## config.mk

```make
export PLATFORM = sky130hd
export DESIGN_NAME = badder_accum
export DESIGN_NICKNAME = d
export VERILOG_FILES = /design/src/rtl/badder_accum.sv
export SDC_FILE = /design/constraint.sdc
export NUM_CORES = 1
export LEC_CHECK = 0
export ABC_AREA = 0
export ABC_CLOCK_PERIOD_IN_PS = 4900
export CAP_MARGIN = 0
export CORE_MARGIN = 2
export CORE_UTILIZATION = 47
export CTS_BUF_LIST = sky130_fd_sc_hd__clkbuf_2 sky130_fd_sc_hd__clkbuf_4 sky130_fd_sc_hd__clkbuf_8
export CTS_CLUSTER_SIZE = 8
export DETAILED_ROUTE_END_ITERATION = 10
export PLACE_DENSITY = 0.93
export RECOVER_POWER = 25
export SYNTH_ARGS = -nofsm -noshare
export SYNTH_HDL_FRONTEND = slang
export SYNTH_SLANG_ARGS = --single-unit
```

## constraint.sdc

```tcl
create_clock -name QCK -period 4.9 [get_ports QCK]
set_clock_uncertainty 0.05 [all_clocks]
set_input_delay 0.98 -clock QCK [delete_from_list [all_inputs] [get_ports QCK]]
set_output_delay 0.98 -clock QCK [all_outputs]
set_load 0.01 [all_outputs]
```

## src/rtl/badder_accum.sv

```systemverilog
// WIDTH-bit carry-chain adder cell with selectable add/sub/accumulate/count and registered result.
// Optional saturation of accumulate/count on carry-out: define BADDER_ACCUM_SAT_EN.
module badder_accum #(
  parameter int unsigned     WIDTH     = 4,
  parameter logic [WIDTH-1:0] RESET_VAL = '0
) (
  input  logic             QCK,
  input  logic             QRTN,
  input  logic             QEN,
  input  logic             QST,
  input  logic [1:0]       MODE,
  input  logic [WIDTH-1:0] A,
  input  logic [WIDTH-1:0] B,
  input  logic             CI,
  output logic [WIDTH-1:0] FZ,
  output logic             CO,
  output logic [WIDTH-1:0] AQZ,
  output logic             CQZ,
  output logic             OVZ,
  output logic             TCZ
);

  logic [WIDTH-1:0] r_aqz;
  logic             r_cqz;
  logic             r_ovz;

  logic [WIDTH-1:0] w_opa;
  logic [WIDTH-1:0] w_opb;
  logic             w_cin;
  logic [WIDTH:0]   w_sum;
  logic             w_ov;
  logic             w_sat;
  logic [WIDTH-1:0] w_aqz_d;
  logic             w_cqz_d;
  logic             w_ovz_d;

  always_comb begin
    w_opa = A;
    w_opb = B;
    w_cin = CI;
    unique case (MODE)
      2'b00: begin
        w_opa = A;
        w_opb = B;
        w_cin = CI;
      end
      2'b01: begin
        w_opa = A;
        w_opb = ~B;
        w_cin = ~CI;
      end
      2'b10: begin
        w_opa = r_aqz;
        w_opb = A;
        w_cin = CI;
      end
      2'b11: begin
        w_opa = r_aqz;
        w_opb = '0;
        w_cin = 1'b1;
      end
      default: ;
    endcase
  end

  assign w_sum = {1'b0, w_opa} + {1'b0, w_opb} + {{WIDTH{1'b0}}, w_cin};
  assign FZ    = w_sum[WIDTH-1:0];
  // Subtract reports borrow, the inverse of the raw carry.
  assign CO    = (MODE == 2'b01) ? ~w_sum[WIDTH] : w_sum[WIDTH];
  assign w_ov  = (w_opa[WIDTH-1] == w_opb[WIDTH-1]) & (w_sum[WIDTH-1] != w_opa[WIDTH-1]);

`ifdef BADDER_ACCUM_SAT_EN
  assign w_sat = MODE[1] & w_sum[WIDTH];
`else
  assign w_sat = 1'b0;
`endif

  always_comb begin
    w_aqz_d = r_aqz;
    w_cqz_d = r_cqz;
    w_ovz_d = r_ovz;
    if (QST) begin
      w_aqz_d = A;
      w_cqz_d = 1'b0;
      w_ovz_d = 1'b0;
    end else if (QEN) begin
      w_aqz_d = w_sat ? {WIDTH{1'b1}} : FZ;
      w_cqz_d = CO;
      // Overflow is sticky while accumulating or counting.
      w_ovz_d = MODE[1] ? (r_ovz | w_ov) : w_ov;
    end
  end

  always_ff @(posedge QCK or negedge QRTN) begin
    if (!QRTN) begin
      r_aqz <= RESET_VAL;
      r_cqz <= 1'b0;
      r_ovz <= 1'b0;
    end else begin
      r_aqz <= w_aqz_d;
      r_cqz <= w_cqz_d;
      r_ovz <= w_ovz_d;
    end
  end

  assign AQZ = r_aqz;
  assign CQZ = r_cqz;
  assign OVZ = r_ovz;
  assign TCZ = (MODE == 2'b11) & (&r_aqz);

endmodule

```

-- Word level (Yosys, flattened, before mapping)
Cells that the tools add are included.
- $add $sub $neg: 2
- equal/unequal tests: 5
- mux-type cells: 11
- bitwise operators: 6
- reduce and logical (&&, ||, !) cells: 6
- operators by type and width (cell ; count):
    one-hot mux 4 bit (4 select lines) ; 1
    two-way mux 4 bit ; 2
    one-hot mux 4 bit (2 select lines) ; 1
    two-way mux 1 bit ; 6
    OR reduction 2 bit ; 3
    adder 4 x 4 -> 5 bit ; 1
    adder 5 x 1 -> 5 bit ; 1
    equality test 2 bit (second input constant) ; 2
    NOT 4 bit ; 1
    AND reduction 4 bit ; 1
    one-hot mux 1 bit (3 select lines) ; 1
    AND 1 bit ; 2
    equality test 2 x 1 -> 1 bit (second input constant) ; 1
    logical NOT 2 bit ; 1
    NOT 1 bit ; 2
    nonzero test 2 bit ; 1
    equality test 1 bit ; 1
    inequality test 1 bit ; 1
    bitwise OR 1 bit ; 1
- flip-flop bits (word level): 6
- output and inout bits: 12
- logic and storage cells: 33

-- Logic depth before layout (Yosys ltp)
Gate-level depths: netlist of the first run.
- depth after elaboration: 11
- gate-level depth with buffers: 11
- mapped depth without buffers: 10

-- Least setup slack after synthesis of the first run
No wires, ideal clock.
- path kind: input-to-output
- from: input port MODE[0]
- to: output port CO
- data arrival time: 2.666 ns
- data required time: 3.870 ns
- slack: 1.204 ns
- stages on the path: 10
- path through: buf_4 and2b_1 nand2_1 o21ai_0 fa_1 inv_1 fa_1 nand2b_1 a21oi_2 xnor2_1
- longest elaborated chain between the ends: 7
- elaborated cells on any way between the ends: 14
- ends and longest elaborated chain (item ; line ; RTL):
    start: declaration ; 11 ; input logic [1:0] MODE,
    equality test 2 bit, or another cell as far along ; 41 ; unique case (MODE)
    OR reduction 2 bit (no source line) ; - ;
    one-hot mux 4 bit (2 select lines) ; 41 ;
    adder 4 x 4 -> 5 bit ; 66 ; assign w_sum = {1'b0, w_opa} + {1'b0, w_opb} + {{WIDTH{1'b0}}, w_cin};
    adder 5 x 1 -> 5 bit ; 66 ;
    NOT 1 bit ; 69 ; assign CO = (MODE == 2'b01) ? ~w_sum[WIDTH] : w_sum[WIDTH];
    two-way mux 1 bit (*) ; 69 ;
    end: declaration ; 16 ; output logic CO,
Every way passes the cells marked *; elsewhere a longest branch is shown, timed or not.

-- Worst setup path in the final report of the first run
- from: input port B[0]
- to: output port CO
- longest elaborated chain between the ends: 6
- ends and longest elaborated chain (item ; line ; RTL):
    start: declaration ; 13 ; input logic [WIDTH-1:0] B,
    NOT 4 bit ; 49 ; w_opb = ~B;
    one-hot mux 4 bit (4 select lines) (*) ; 41 ;
    adder 4 x 4 -> 5 bit (*) ; 66 ;
    adder 5 x 1 -> 5 bit (*) ; 66 ;
    NOT 1 bit ; 69 ;
    two-way mux 1 bit (*) ; 69 ;
Marks and branches as above.

==> metrics.cfg, run 1 <==
[outcome]
status = finished, final reports clean

[sta]
hold_viol_final = 0
period_share_pct = 94.6
final-setup-viol-count = 0
rsz0062_at_grt = no
post-route-min-period_ns = 4.64
worst_slew_pin_slew_ns = 0.433
fmax_ghz = 0.216
fin_setup_tns_ns = 0
slew_headroom_pct = 71.0
maxSlewViolCount = 0

[finish]
drive_gt1_share_pct = 13.7
final_common_cell = clkdlybuf4s50_1
fin_nets = 124
area_delta_synth_final_pct = 45.1
layout_common_cells = 23 x clkdlybuf4s50_1, 8 x nand2_1, 7 x xnor2_1
antenna_cells = 0

[clocking]
cts_tree = yes
clk_pin_slew_ns = 0.05
cts_max_path_buffers = 2
cts_buffers = 3
clk_latency_ns = 0.26
cts_sinks = 6
clockRootBuffer = clkbuf_4
htreeDepth = 1

[setup_path]
critical_path_arrival_ns = 3.61
crit_family = buffers and inverters
path_buf_inv = 3
critPathMaxStageDelay_ns = 0.54
crit_fanout = 3
crit_type = primary input to output port
crit_path_start_kind = primary input
cpMaxStageDelayCell = clkdlybuf4s50_1
worstSetupEndpointType = output port
cp.required_ns = 3.87
crit_path_cell_trace = clkdlybuf4s50_1 > xnor2_1 > o21ai_0 > fa_2 > inv_1 > fa_1 > nand2b_1 > a21oi_2 > xnor2_1 > clkdlybuf4s50_1

[die]
die_area_sq_um = 1700
core-area_sq_um = 1300
die_w_um = 41.2
initial_core_util_pct = 50.1
placement_rows = 13
io_pins = 27
die_h_um = 41.2

[synthesis]
yosysWarnings = 0
synthCells = 75
syn_avg_cell_area_sq_um = 8.69
syn_nets = 95
ys_ff_latch = 6
yosysUniqueCellTypes = 33
ys_seq_area_share_pct = 23.0
synth.cell_area_sq_um = 652

[power_and_ir_drop]
powerDensity_nw_per_um2 = 293
p_leak_nw = 0.414
p_total_uw = 277
irDropWorstVdd_v = 0.000175

[global_route]
grt_pass1_vias = 650
grt_max_degree = 14
grt_pass1_wl_um = 2910
grt_util_all_layers_pct = 28.0
antenna_found_initial = 0
grt_overflow = 0

[place]
gp_congestion = 0.890
io_buffers = 26

[detailed_routing]
wirelength_um = 1820
wl_per_cell_um = 15.5
ant_nets = 0
first_iter_violations = 7
dr.pass1.iters = 4
num_vias = 649
viasPerCell = 5.55
drc = 0

[job]
maxCapViolCount = 0

[hold_path]
min_path_type = flop to flop

==> layer usage <==
| layer | part of all wire (%) | wire, um | up-vias | GRT usage, % |
|---|---|---|---|---|
| li1 | - | - | 311 | - |
| met1 | 39 | 715 | 303 | 30.7 |
| met2 | 51 | 925 | 29 | 48.8 |
| met3 | 7.4 | 135 | 6 | 6.52 |
| met4 | 2.1 | 39 | 0 | 15.3 |
| met5 | 0 | 0 | - | 0 |
==> power by group <==
group | total (mW) | switching, mW | internal (mW)
sequential | 0.0649 | 0.00755 | 0.0573
combinational | 0.161 | 0.0737 | 0.0874
clock | 0.0513 | 0.0233 | 0.0281
total | 0.277 | 0.105 | 0.173
==> logic make-up after synthesis <==
kind of cell	after synthesis	share of synthesized area, %
adders and majority gates	5	11.9
AOI/OAI and AO/OA	16	15.7
buffers and inverters	9	8.06
muxes	7	12.1
xor gates and xnor gates	8	10.7
and+or+nand+nor	24	18.4
DFF	6	23.0
==> sequential cells by signal (all words and copies together) (netlist names) <==
signal and flops:
CQZ 1, OVZ 1, AQZ 4
==> repair_timing <==
action                     in CTS  in global routing
resized for setup               0                  4
setup endpoints to repair       0                  1
hold buffers                    0                  0
setup buffers                   0                  0
==> Yosys cell counts, drive strengths merged <==
cell type  n  area, sq um
a21o       1         7.51
a21oi      4         27.5
a221o      1         10.0
and2b      2         15.0
buf        4         31.3
dfrtp      6          150
fa         2         40.0
ha         3         37.5
inv        5         21.3
mux2       4         48.8
mux2i      3         30.0
nand2      8         30.0
nand2b     3         18.8
nand4      1         6.26
nand4b     1         8.76
nor2       6         22.5
nor3       1         5.00
nor3b      1         7.51
o211ai     1         7.51
o21ai      8         43.8
o22ai      1         6.26
or3        1         6.26
xnor2      7         61.3
xor2       1         8.76
==> area by class of cell <==
class | count | area, sq um
well taps | 15 | 18.8
clock buffers | 3 | 22.5
multi-input cells | 60 | 453
fillers | 114 | 355
flip-flops and latches | 6 | 150
repair buffers | 28 | 280
inverters | 5 | 21.3
==> stage by stage <==
step	area [sq um]	instances	setup slack, ns	util, %	hold WS, ns
global route	946	117	0.109	72.7	0.500
CTS	937	117	0.146	72.0	0.487
finish	946	117	0.263	72.7	0.480
global placement	915	114	0.244	70.3	0.445
detailed placement	915	114	0.145	70.3	0.475
floorplan	652	75	1.20	-	0.496
==> path summary, 6_finish.rpt <==
kind	to	from	cells past startpoint	slack [ns]
max	CO	B[0]	10	0.26
min	CQZ	CQZ	1	0.48
max reg2reg	CQZ	AQZ[0]	7	2.72
min reg2reg	CQZ	CQZ	1	0.48
max in group asynchronous	AQZ[0]	QRTN	1	3.55
min in group asynchronous	AQZ[3]	QRTN	1	1.00
No activity file was read; power rests on OpenSTA's default activity.
==> inputs of run 2 (changes only) <==
--- a/config.mk
+++ b/config.mk
@@ -13,6 +13,7 @@
 export CTS_BUF_LIST = sky130_fd_sc_hd__clkbuf_2 sky130_fd_sc_hd__clkbuf_4 sky130_fd_sc_hd__clkbuf_8
 export CTS_CLUSTER_SIZE = 8
 export DETAILED_ROUTE_END_ITERATION = 10
+export GPL_ROUTABILITY_DRIVEN = 1
 export PLACE_DENSITY = 0.93
 export RECOVER_POWER = 25
 export SYNTH_ARGS = -nofsm -noshare
==> results of run 2 <==
Same layout as run 1: the final DEF is identical, and so are final timing and power.
